`src/rtl/ebpc_pkg.sv`:
```
// -----------------------------------------------------------------------------
// ebpc_pkg
// Shared definitions for the EBPC encoder path.
//   DATA_W            default output word width of the ZRLE stage
//   LOG_MAX_ZRLE_LEN  default run-length field width (MAX_RUN = 2**value)
//   zrle_state_t      state encoding of the zero run-length encoder
// -----------------------------------------------------------------------------
package ebpc_pkg;

    localparam int unsigned DATA_W           = 8;
    localparam int unsigned LOG_MAX_ZRLE_LEN = 2;

    typedef enum logic [2:0] {
        IDLE,
        FILL,
        FULL,
        FLUSH_RUN,
        FLUSH
    } zrle_state_t;

endpackage

```
`src/rtl/zrle_bit_packer.sv`:
```
// -----------------------------------------------------------------------------
// zrle_bit_packer
// MSB-first bit accumulator for the zero run-length encoder. Owns the
// 2*DATA_W staging register and its fill count; codes are ORed in directly
// below the bits already held, and the upper word can be shifted out.
//   clk_i, rst_ni  clock, asynchronous active-low reset
//   code_i         code value, right-aligned, len_i bits significant
//   len_i          code length in bits (0 appends nothing)
//   append_i       place code_i after the current fill
//   shift_i        drop the upper DATA_W bits (applied before an append)
//   clear_i        discard everything (end of stream)
//   data_o         upper DATA_W bits of the staging register
//   fill_o         number of valid bits, counted from the MSB
//   fill_nxt_o     fill count after this cycle's shift/append
// -----------------------------------------------------------------------------
module zrle_bit_packer #(
    parameter int unsigned DATA_W = 8,
    parameter int unsigned CODE_W = 4,
    parameter int unsigned LEN_W  = 3,
    parameter int unsigned FILL_W = 5
) (
    input  logic              clk_i,
    input  logic              rst_ni,
    input  logic [CODE_W-1:0] code_i,
    input  logic [LEN_W-1:0]  len_i,
    input  logic              append_i,
    input  logic              shift_i,
    input  logic              clear_i,
    output logic [DATA_W-1:0] data_o,
    output logic [FILL_W-1:0] fill_o,
    output logic [FILL_W-1:0] fill_nxt_o
);

    localparam int unsigned       REG_W    = 2 * DATA_W;
    localparam logic [FILL_W-1:0] WORD_LEN = FILL_W'(DATA_W);
    localparam logic [FILL_W-1:0] REG_LEN  = FILL_W'(REG_W);

    logic [REG_W-1:0]  r_stage;
    logic [FILL_W-1:0] r_fill;
    logic [REG_W-1:0]  w_base;
    logic [REG_W-1:0]  w_code_ext;
    logic [REG_W-1:0]  w_stage_nxt;
    logic [FILL_W-1:0] w_off;
    logic [FILL_W-1:0] w_len_ext;
    logic [FILL_W-1:0] w_pos;

    // A shift and an append may coincide: the code lands behind the bits
    // that remain after the upper word leaves.
    always_comb begin
        // NOTE: every always_comb output gets a value on every path; this
        // block assigns all of them unconditionally, so no latch is inferred.
        w_base      = shift_i ? (r_stage << DATA_W) : r_stage;
        w_off       = shift_i ? (r_fill - WORD_LEN) : r_fill;
        w_len_ext   = append_i ? FILL_W'(len_i) : '0;
        // LSB position of the code so that its MSB sits at bit (REG_W-1-w_off).
        w_pos       = REG_LEN - w_off - w_len_ext;
        w_code_ext  = REG_W'(code_i);
        w_stage_nxt = append_i ? (w_base | (w_code_ext << w_pos)) : w_base;
        fill_nxt_o  = w_off + w_len_ext;
    end

    // NOTE: the staging register is reset (not left undefined) because
    // data_o must read zero out of reset and a mid-stream reset must discard
    // every pending bit.
    always_ff @(posedge clk_i or negedge rst_ni) begin
        if (!rst_ni) begin
            // NOTE: sequential state is assigned with <= so every register
            // samples the pre-edge values.
            r_stage <= '0;
            r_fill  <= '0;
        end else if (clear_i) begin
            r_stage <= '0;
            r_fill  <= '0;
        end else begin
            r_stage <= w_stage_nxt;
            r_fill  <= fill_nxt_o;
        end
    end

    assign data_o = r_stage[REG_W-1 -: DATA_W];
    assign fill_o = r_fill;

endmodule

```
`src/rtl/zrle_gen.sv`:
```
// -----------------------------------------------------------------------------
// zrle_gen
// Zero run-length encoder. One significance symbol per handshake; zero runs
// of up to 2**RUN_W are compressed, ones pass as single bits, and a raw
// bypass mode emits each symbol as one bit. Codes are packed MSB-first into
// DATA_W-bit words; the final word of a stream carries last_o and the count
// of valid MSBs.
//   clk_i, rst_ni          clock, asynchronous active-low reset
//   is_one_i, flush_i      symbol value, last symbol of the stream
//   bypass_i               raw mode, sampled on the first symbol of a stream
//   vld_i / rdy_o          input handshake
//   data_o, last_o         output word (MSB first), final-word marker
//   last_bits_o            valid MSBs in data_o (DATA_W except final word)
//   vld_o / rdy_i          output handshake
//   idle_o                 no stream in progress
// -----------------------------------------------------------------------------
module zrle_gen #(
    parameter int unsigned DATA_W = ebpc_pkg::DATA_W,
    parameter int unsigned RUN_W  = ebpc_pkg::LOG_MAX_ZRLE_LEN
) (
    input  logic                    clk_i,
    input  logic                    rst_ni,
    input  logic                    is_one_i,
    input  logic                    flush_i,
    input  logic                    bypass_i,
    input  logic                    vld_i,
    output logic                    rdy_o,
    output logic [DATA_W-1:0]       data_o,
    output logic                    last_o,
    output logic [$clog2(DATA_W):0] last_bits_o,
    output logic                    vld_o,
    input  logic                    rdy_i,
    output logic                    idle_o
);

    import ebpc_pkg::*;

    localparam int unsigned       CODE_W   = RUN_W + 2;
    localparam int unsigned       LEN_W    = $clog2(CODE_W + 1);
    localparam int unsigned       FILL_W   = $clog2(2 * DATA_W) + 1;
    localparam int unsigned       LB_W     = $clog2(DATA_W) + 1;
    localparam logic [FILL_W-1:0] WORD_LEN = FILL_W'(DATA_W);
    localparam logic [LB_W-1:0]   WORD_LB  = LB_W'(DATA_W);
    localparam logic [RUN_W-1:0]  RUN_ONE  = RUN_W'(1);
    localparam logic [RUN_W-1:0]  RUN_LAST = '1;           // MAX_RUN-1
    localparam logic [LEN_W-1:0]  LEN_ONE  = LEN_W'(1);
    localparam logic [LEN_W-1:0]  LEN_RUN  = LEN_W'(RUN_W + 1);
    localparam logic [LEN_W-1:0]  LEN_FULL = LEN_W'(RUN_W + 2);

    zrle_state_t       r_state;
    zrle_state_t       w_state_acc;
    logic [RUN_W-1:0]  r_run;
    logic              r_bypass;
    logic [RUN_W-1:0]  w_run_m1;
    logic [RUN_W-1:0]  w_run_nxt;
    logic [CODE_W-1:0] w_code;
    logic [LEN_W-1:0]  w_len;
    logic [FILL_W-1:0] w_fill;
    logic [FILL_W-1:0] w_fill_nxt;
    logic              w_accept;
    logic              w_mode;
    logic              w_append;
    logic              w_shift;
    logic              w_clear;

    // Output decode from registered state and fill.
    assign rdy_o       = (r_state == IDLE) || (r_state == FILL) ||
                         ((r_state == FULL) && rdy_i);
    assign vld_o       = (r_state == FULL) || (r_state == FLUSH);
    assign last_o      = (r_state == FLUSH) && (w_fill <= WORD_LEN);
    assign last_bits_o = last_o ? w_fill[LB_W-1:0] : (vld_o ? WORD_LB : '0);
    assign idle_o      = (r_state == IDLE) && !vld_i;

    assign w_accept = vld_i && rdy_o;
    // The mode of a new stream comes straight from the input on its first symbol.
    assign w_mode   = (r_state == IDLE) ? bypass_i : r_bypass;
    assign w_run_m1 = r_run - RUN_ONE;
    assign w_append = w_accept || (r_state == FLUSH_RUN);
    assign w_shift  = vld_o && rdy_i;
    assign w_clear  = last_o && rdy_i;

    // Code selection for the accepted symbol, or the pending-run code while
    // in FLUSH_RUN.
    always_comb begin
        w_code    = '0;
        w_len     = '0;
        w_run_nxt = r_run;
        if (r_state == FLUSH_RUN) begin
            w_code = {2'b00, w_run_m1};
            w_len  = LEN_RUN;
        end else if (w_accept) begin
            if (w_mode) begin
                w_code = CODE_W'(is_one_i);
                w_len  = LEN_ONE;
            end else if (is_one_i) begin
                if (r_run == '0) begin
                    w_code = CODE_W'(1'b1);
                    w_len  = LEN_ONE;
                end else begin
                    w_code = {1'b0, w_run_m1, 1'b1};
                    w_len  = LEN_FULL;
                end
                w_run_nxt = '0;
            end else if (r_run == RUN_LAST) begin
                // This zero completes a maximal run.
                w_code    = {2'b00, RUN_LAST};
                w_len     = LEN_RUN;
                w_run_nxt = '0;
            end else begin
                w_run_nxt = r_run + RUN_ONE;
            end
        end
    end

    // Destination after accepting a symbol.
    always_comb begin
        if (flush_i) begin
            w_state_acc = (!w_mode && (w_run_nxt != '0)) ? FLUSH_RUN : FLUSH;
        end else if (w_fill_nxt >= WORD_LEN) begin
            w_state_acc = FULL;
        end else begin
            w_state_acc = FILL;
        end
    end

    always_ff @(posedge clk_i or negedge rst_ni) begin
        if (!rst_ni) begin
            r_state  <= IDLE;
            r_run    <= '0;
            r_bypass <= 1'b0;
        end else begin
            if (w_accept) begin
                r_run <= w_run_nxt;
            end
            case (r_state)
                IDLE: begin
                    if (w_accept) begin
                        r_bypass <= bypass_i;
                        r_state  <= w_state_acc;
                    end
                end
                FILL: begin
                    if (w_accept) begin
                        r_state <= w_state_acc;
                    end
                end
                FULL: begin
                    // A drained word with no new symbol keeps the stream open
                    // in FILL so its mode and pending run survive.
                    if (rdy_i) begin
                        if (w_accept) begin
                            r_state <= w_state_acc;
                        end else begin
                            r_state <= (w_fill_nxt >= WORD_LEN) ? FULL : FILL;
                        end
                    end
                end
                FLUSH_RUN: begin
                    r_run   <= '0;
                    r_state <= FLUSH;
                end
                FLUSH: begin
                    if (w_clear) begin
                        r_state  <= IDLE;
                        r_bypass <= 1'b0;
                        r_run    <= '0;
                    end
                end
                default: r_state <= IDLE;
            endcase
        end
    end

    zrle_bit_packer #(
        .DATA_W (DATA_W),
        .CODE_W (CODE_W),
        .LEN_W  (LEN_W),
        .FILL_W (FILL_W)
    ) u_packer (
        .clk_i      (clk_i),
        .rst_ni     (rst_ni),
        .code_i     (w_code),
        .len_i      (w_len),
        .append_i   (w_append),
        .shift_i    (w_shift),
        .clear_i    (w_clear),
        .data_o     (data_o),
        .fill_o     (w_fill),
        .fill_nxt_o (w_fill_nxt)
    );

endmodule

```
`config.mk`:
```
export PLATFORM = sky130hd
export DESIGN_NAME = zrle_gen
export DESIGN_NICKNAME = d
export VERILOG_FILES = /design/src/rtl/ebpc_pkg.sv /design/src/rtl/zrle_bit_packer.sv /design/src/rtl/zrle_gen.sv
export SDC_FILE = /design/constraint.sdc
export NUM_CORES = 1
export LEC_CHECK = 0
export BUFFER_PORTS_ARGS = -buffer_cell sky130_fd_sc_hd__buf_2
export CORE_AREA = 10 10 106 108
export DETAILED_ROUTE_END_ITERATION = 10
export DIE_AREA = 0 0 116 118
export HOLD_SLACK_MARGIN = 0.02
export SYNTH_ARGS = -nofsm -noshare
export SYNTH_HDL_FRONTEND = slang
export SYNTH_SLANG_ARGS = --single-unit
```
`constraint.sdc`:
```
create_clock -name clk_i -period 4.5 [get_ports clk_i]
set_input_delay 1.35 -clock clk_i [delete_from_list [all_inputs] [get_ports clk_i]]
set_output_delay 1.35 -clock clk_i [all_outputs]
set_load 0.02 [all_outputs]
```
==> reports/qor.yml, run 1 <==
setup_path:
  path_buf_inv: 1
  crit_fanout: 4
  critPathMaxStageDelay_ps: 490
  r2r_cells: 11
  critical_path_depth: 12
  worst_setup_path_start_kind: "input pin"
  worstPathArrival_ps: 4460
  cp.required_ps: 4730
  worstSetupPathType: "in -> reg"
  cp_top_family: "simple AND/OR/NAND/NOR gates"
  worstPathCellList: "buf_2 > or4b_4 > o211ai_2 > o21ai_0 > ha_1 > fa_1 > and3b_1 > or3_1 > a211oi_2 > o21ai_1 > nor4_1 > o21a_1"
  slowest_stage: "or4b_4"
  end_kind: "register"
timing:
  fin_skew_ps: 4.28
  period_needed_ps: 4230
  setup_viol: 0
  fin_crit_sh: 0.940
  fin_setup_tns_ps: 0
  fmax_mhz: 236
  slew_headroom: 0.569
  whs_ps: 499
  hold_viol: 0
  worstMarginPinSlew_ps: 646
  rsz0062_at_grt: "no"
  drv_slew: 0
power_and_ir_drop:
  p_comb_frac: 0.690
  swShare: 0.521
  intPower_w: 0.000924
  ir_drop_uv: 210
  leakagePower_nw: 1.11
  seqPwrFrac: 0.233
  power.switching_w: 0.00100
  power.density_mw_per_mm2: 776
  p_clk_frac: 0.078
place:
  dp_hpwl_mm: 4.38
  gp_congestion: 0.852
  io_buffers: 22
cells_and_area:
  final_net_count: 301
  drive_above_1_share: 0.170
  antennaDiodeCount: 0
  syn2layout_area_growth_pct: 10.6
yosys:
  synth_fp_nets: 286
  ys_top_cells_by_area: "dfrtp_1, ha_1, nand2_1"
  synth-xor-area-share: 0.0312
  syn_area_per_cell_sq_um: 8.54
  synth_area_sq_mm: 0.00225
  synth-main-ff-cell: "dfrtp_1"
  muxShareOfSynthArea: 0.0106
  ys_seq_area_frac: 0.301
  synth-edff-count: 0
  synth_top_family_by_area: "compound AO/OA/AOI/OAI gates"
  synth_most_common_cell: "dfrtp_1"
  synth_cell_type_count: 60
  synth-seq-cells: 27
  yosysTopAreaCellShare: 0.301
  synth_compound_area_frac: 0.249
  synthAdderAreaFrac: 0.0991
  syn_inst: 263
  synth-simple-area-share: 0.223
  synth_warnings: 0
  ys_top_cells_by_count: "dfrtp_1, nand2_1, nor2_1"
  synth_top_cell_by_area: "dfrtp_1"
  async_flop_share: 1.00
grt:
  grt_pass1_vias: 1919
  track_usage: 0.0829
  grt-busiest-layer: "met2"
  grt_pass1_wl_mm: 9.53
  antenna_found_initial: 0
  met3_usage: 0.00612
  met1_usage: 0.105
  grt_max_degree: 28
  grt_use_met2: 0.141
  grt_overflow_total: 0
detailed_routing:
  dr.pass1.iters: 4
  detail-route-antenna-nets: 0
  routed_wl_mm: 5.55
  routedWlPerCell_um: 14.3
  vias: 1965
  drtIter0Drc: 134
  drcViolationCount: 0
  via_per_inst: 5.06
floorplanning:
  dieWidth_um: 116
  core_area_sq_mm: 0.00911
  io_pins: 23
  rows: 35
  initial_utilization: 0.247
  die_area_sq_mm: 0.0137
  die_h_um: 118
min_path:
  hp-class: "reg -> reg"
  worstHoldPathCells: 1
clocking:
  post_cts_buffers: 0
  cts_made_buffers: 3
  hold_buffers: 0
  clock_path_buffers: 2
  clkTransAtPathRegs_ps: 100
  cts_sinks: 27
  htree_levels: 1
  cts_tree: "built"
  clock_latency_ps: 280
  ctsResizeCount: 0
  clk_root_buffer_cell: "clkbuf_8"
run_status:
  status: "finished, final reports clean"
run:
  cap_violations: 0
## stage by stage
step                power [W]  setup WS [ps]  instance area (sq um)   util  cells
floorplan             0.00148            111                   2250      -    263
global placement      0.00177            106                   2440  0.268    384
detailed placement    0.00179           22.7                   2440  0.268    384
CTS                   0.00194            310                   2490  0.273    388
global route          0.00213           80.4                   2490  0.273    388
finish                0.00193            270                   2490  0.273    388
## layout make-up
type / count / area, sq um
fillers: 971 / 6620
well taps: 111 / 139
multi-input cells: 197 / 1380
clock inverters: 1 / 7.51
flip-flops and latches: 27 / 676
clock buffers: 3 / 41.3
repair buffers: 31 / 178
inverters: 18 / 67.6
## worst paths after layout
path	from	end	slack (ps)
setup / recovery	bypass_i	u_packer.r_stage[8]$_DFF_PN0_	270
setup reg to reg	r_state[1]$_DFFE_PN0P_	u_packer.r_stage[8]$_DFF_PN0_	690
max in group asynchronous	rst_ni	u_packer.fill_o[2]$_DFF_PN0_	3000
min in group asynchronous	rst_ni	u_packer.r_stage[13]$_DFF_PN0_	1080
hold reg to reg	u_packer.r_stage[2]$_DFF_PN0_	u_packer.r_stage[2]$_DFF_PN0_	500
hold / removal	u_packer.r_stage[2]$_DFF_PN0_	u_packer.r_stage[2]$_DFF_PN0_	500
## state kept, by name (all words and copies together) (netlist names)
signal            count
r_bypass              1
r_run                 2
u_packer.r_stage     16
r_state               3
u_packer.fill_o       5
## cell families after synthesis
| group | after synthesis |
|---|---|
| adders and majority gates | 16 |
| muxes | 2 |
| AOI/OAI and AO/OA | 72 |
| xor gates and xnor gates | 8 |
| buffers and inverters | 39 |
| and+or+nand+nor | 99 |
| DFF | 27 |
## metal layers
| layer | vias to the layer above | share of wire |
|---|---|---|
| li1 | 966 | - |
| met2 | 29 | 0.50 |
| met5 | - | 0 |
| met3 | 7 | 0.013 |
| met1 | 963 | 0.47 |
| met4 | 0 | 0.017 |
## layout by cell type, fill, tap and decap left out, types with 4 or more instances in the layout
cell and instances:
dfrtp_1 27, o21ai_0 5, a31o_1 4, nor4_1 4
a32o_1 6, nand2_1 26, xnor2_1 7, nand3b_1 5
and2_1 4, a21oi_1 18, inv_1 18, buf_2 22
nand3_1 4, and3_1 4, ha_1 13, nor2_1 24
nor3_1 10, buf_4 9
## power groups by stage
| stage | clock, W | combinational (W) | sequential [W] |
|---|---|---|---|
| final | 0.000150 | 0.00133 | 0.000449 |
| after global routing | 0.000165 | 0.00150 | 0.000468 |
| after CTS | 0.000156 | 0.00134 | 0.000451 |
| after detailed placement | 0 | 0.00134 | 0.000454 |
| after global placement | 0 | 0.00131 | 0.000453 |
| after floorplan | 0 | 0.00108 | 0.000397 |
No activity file was read; power rests on OpenSTA's default activity.
==> run 2: changes to the inputs <==
CORE_AREA = 4 4 100 102   (was 10 10 106 108)
DIE_AREA = 0 0 104 106   (was 0 0 116 118)
==> run 2 against run 1 <==
Net effect: die area down 19%; utilization up 0.082 points; sequential power up 2%; sequential share of layout area down 0.082 points; cell count up 0.26%; non-clock buffer count up 1; combinational power about the same; worst setup slack better by 35 ps; first-iteration DRC count down 24%; clock power about the same; fmax up 0.83%; global-route usage up 2.2 points; critical path type unchanged; critical endpoint is now u_packer.r_stage[3]$_DFF_PN0_; largest power group unchanged.
==> reports/qor.yml, run 2 (synthesized netlist as in run 1, its figures left out) <==
timing:
  drv_slew: 0
  rsz0062_at_grt: "no"
  fin_skew_ps: 4.48
  fmax_mhz: 238
  period_needed_ps: 4200
  fin_setup_tns_ps: 0
  worstMarginPinSlew_ps: 665
  setup_viol: 0
  hold_viol: 0
  fin_crit_sh: 0.932
  slew_headroom: 0.557
setup_path:
  critical_path_depth: 12
  worstSetupPathType: "in -> reg"
  setup.worst_path.end: "u_packer.r_stage[3]$_DFF_PN0_"
  r2r_cells: 11
  cp_top_family: "simple AND/OR/NAND/NOR gates"
  crit_fanout: 6
  worstPathArrival_ps: 4420
  slowest_stage: "fa_1"
  worst_r2r_endpoint: "u_packer.r_stage[3]$_DFF_PN0_"
  critPathMaxStageDelay_ps: 480
  timing.rr.start: "r_state[1]$_DFFE_PN0P_"
  worstPathCellList: "buf_2 > or4b_4 > o211ai_2 > o21ai_0 > ha_1 > fa_1 > and3b_1 > or3_1 > a211oi_2 > o21ai_1 > nor2_2 > a32o_1"
  path_buf_inv: 1
  crit_start: "bypass_i"
  ff2ff_setup_slack_ps: 700
  worst_setup_path_start_kind: "input pin"
  end_kind: "register"
  cp.required_ps: 4720
cells_and_area:
  mostFrequentLayoutCells: "dfrtp_1, nand2_1, nor2_1"
  final_net_count: 302
  layout_commonest_cell: "dfrtp_1"
  drive_above_1_share: 0.173
  postLayoutCoreUtil: 0.274
  regMostFlops: "u_packer.r_stage"
  largest_reg_flops: 16
  antennaDiodeCount: 0
  syn2layout_area_growth_pct: 11.0
power_and_ir_drop:
  ir_drop_uv: 215
  power.density_mw_per_mm2: 778
  seqPwrFrac: 0.236
  p_clk_frac: 0.078
  power.switching_w: 0.00101
  leakagePower_nw: 1.11
  swShare: 0.521
  p_comb_frac: 0.686
  intPower_w: 0.000930
place:
  dp_hpwl_mm: 4.32
  gp_congestion: 0.828
  io_buffers: 22
clocking:
  htree_levels: 1
  cts_made_buffers: 3
  clkTransAtPathRegs_ps: 110
  cts_tree: "built"
  post_cts_buffers: 0
  clk_root_buffer_cell: "clkbuf_8"
  hold_buffers: 0
  cts_sinks: 27
  clock_path_buffers: 2
  clock_latency_ps: 280
  ctsResizeCount: 0
detailed_routing:
  dr.pass1.iters: 4
  routed_wl_mm: 5.68
  drcViolationCount: 0
  detail-route-antenna-nets: 0
  vias: 1969
  drtIter0Drc: 102
  via_per_inst: 5.06
  routedWlPerCell_um: 14.6
floorplanning:
  io_pins: 23
  initial_utilization: 0.247
  dieWidth_um: 104
  die_h_um: 106
  die_area_sq_mm: 0.0110
  rows: 35
  core_area_sq_mm: 0.00911
min_path:
  hp-class: "reg -> reg"
grt:
  grt_pass1_wl_mm: 9.64
  grt_overflow_total: 0
  grt_pass1_vias: 1895
  grt_max_degree: 28
  track_usage: 0.105
  antenna_found_initial: 0
run:
  cap_violations: 0
run_status:
  status: "finished, final reports clean"
## run 2: cell types whose count changed in the layout (fill, tap and decap cells not counted), sizes merged
cell and change:
buf +1
## run 2: worst min-delay path by stage
stage | from | end | slack (ps) | cells after the start
after detailed placement | u_packer.r_stage[1]$_DFF_PN0_ | u_packer.r_stage[1]$_DFF_PN0_ | 460 | 2
after global routing | u_packer.r_stage[4]$_DFF_PN0_ | u_packer.r_stage[4]$_DFF_PN0_ | 510 | 2
after CTS | u_packer.r_stage[1]$_DFF_PN0_ | u_packer.r_stage[1]$_DFF_PN0_ | 490 | 2
final | u_packer.r_stage[1]$_DFF_PN0_ | u_packer.r_stage[1]$_DFF_PN0_ | 490 | 2
after global placement | u_packer.r_stage[1]$_DFF_PN0_ | u_packer.r_stage[1]$_DFF_PN0_ | 470 | 2
after floorplan | u_packer.r_stage[1]$_DFF_PN0_ | u_packer.r_stage[1]$_DFF_PN0_ | 440 | 2
## run 2: cell type report
type,count,area (sq um)
clock buffers,3,41.3
clock inverters,1,7.51
fillers,1016,6620
repair buffers,32,185
well taps,111,139
multi-input cells,197,1380
inverters,18,67.6
flip-flops and latches,27,676
## run 2: stage by stage
step | hold WS [ps] | setup WS [ps] | instance area, sq um | power, W | instances
after global routing | 507 | 123 | 2490 | 0.00213 | 389
after detailed placement | 461 | 22.0 | 2440 | 0.00180 | 385
after global placement | 466 | 136 | 2440 | 0.00177 | 385
final | 486 | 305 | 2490 | 0.00194 | 389
after CTS | 491 | 320 | 2490 | 0.00196 | 389
after floorplan | 444 | 111 | 2250 | 0.00148 | 263
## run 2: routing by layer
metal / global-route usage / up-vias / routed length [um]
met5: 0 / - / 0
met4: 0.0256 / 0 / 52
met3: 0.0115 / 4 / 130
met2: 0.179 / 31 / 2800
met1: 0.143 / 967 / 2700
li1: - / 967 / -
## run 2: tightest hold or removal path, cell delays in order (launching register included)
cell and delay [ps]:
dfrtp_1 360, nand2_1 50, o41ai_1 50
## run 2: power groups by stage
stage | combinational [W] | clock (W) | sequential [W]
after global placement | 0.00131 | 0 | 0.000462
after floorplan | 0.00108 | 0 | 0.000397
final | 0.00133 | 0.000151 | 0.000458
after CTS | 0.00134 | 0.000159 | 0.000460
after detailed placement | 0.00133 | 0 | 0.000465
after global routing | 0.00148 | 0.000167 | 0.000477
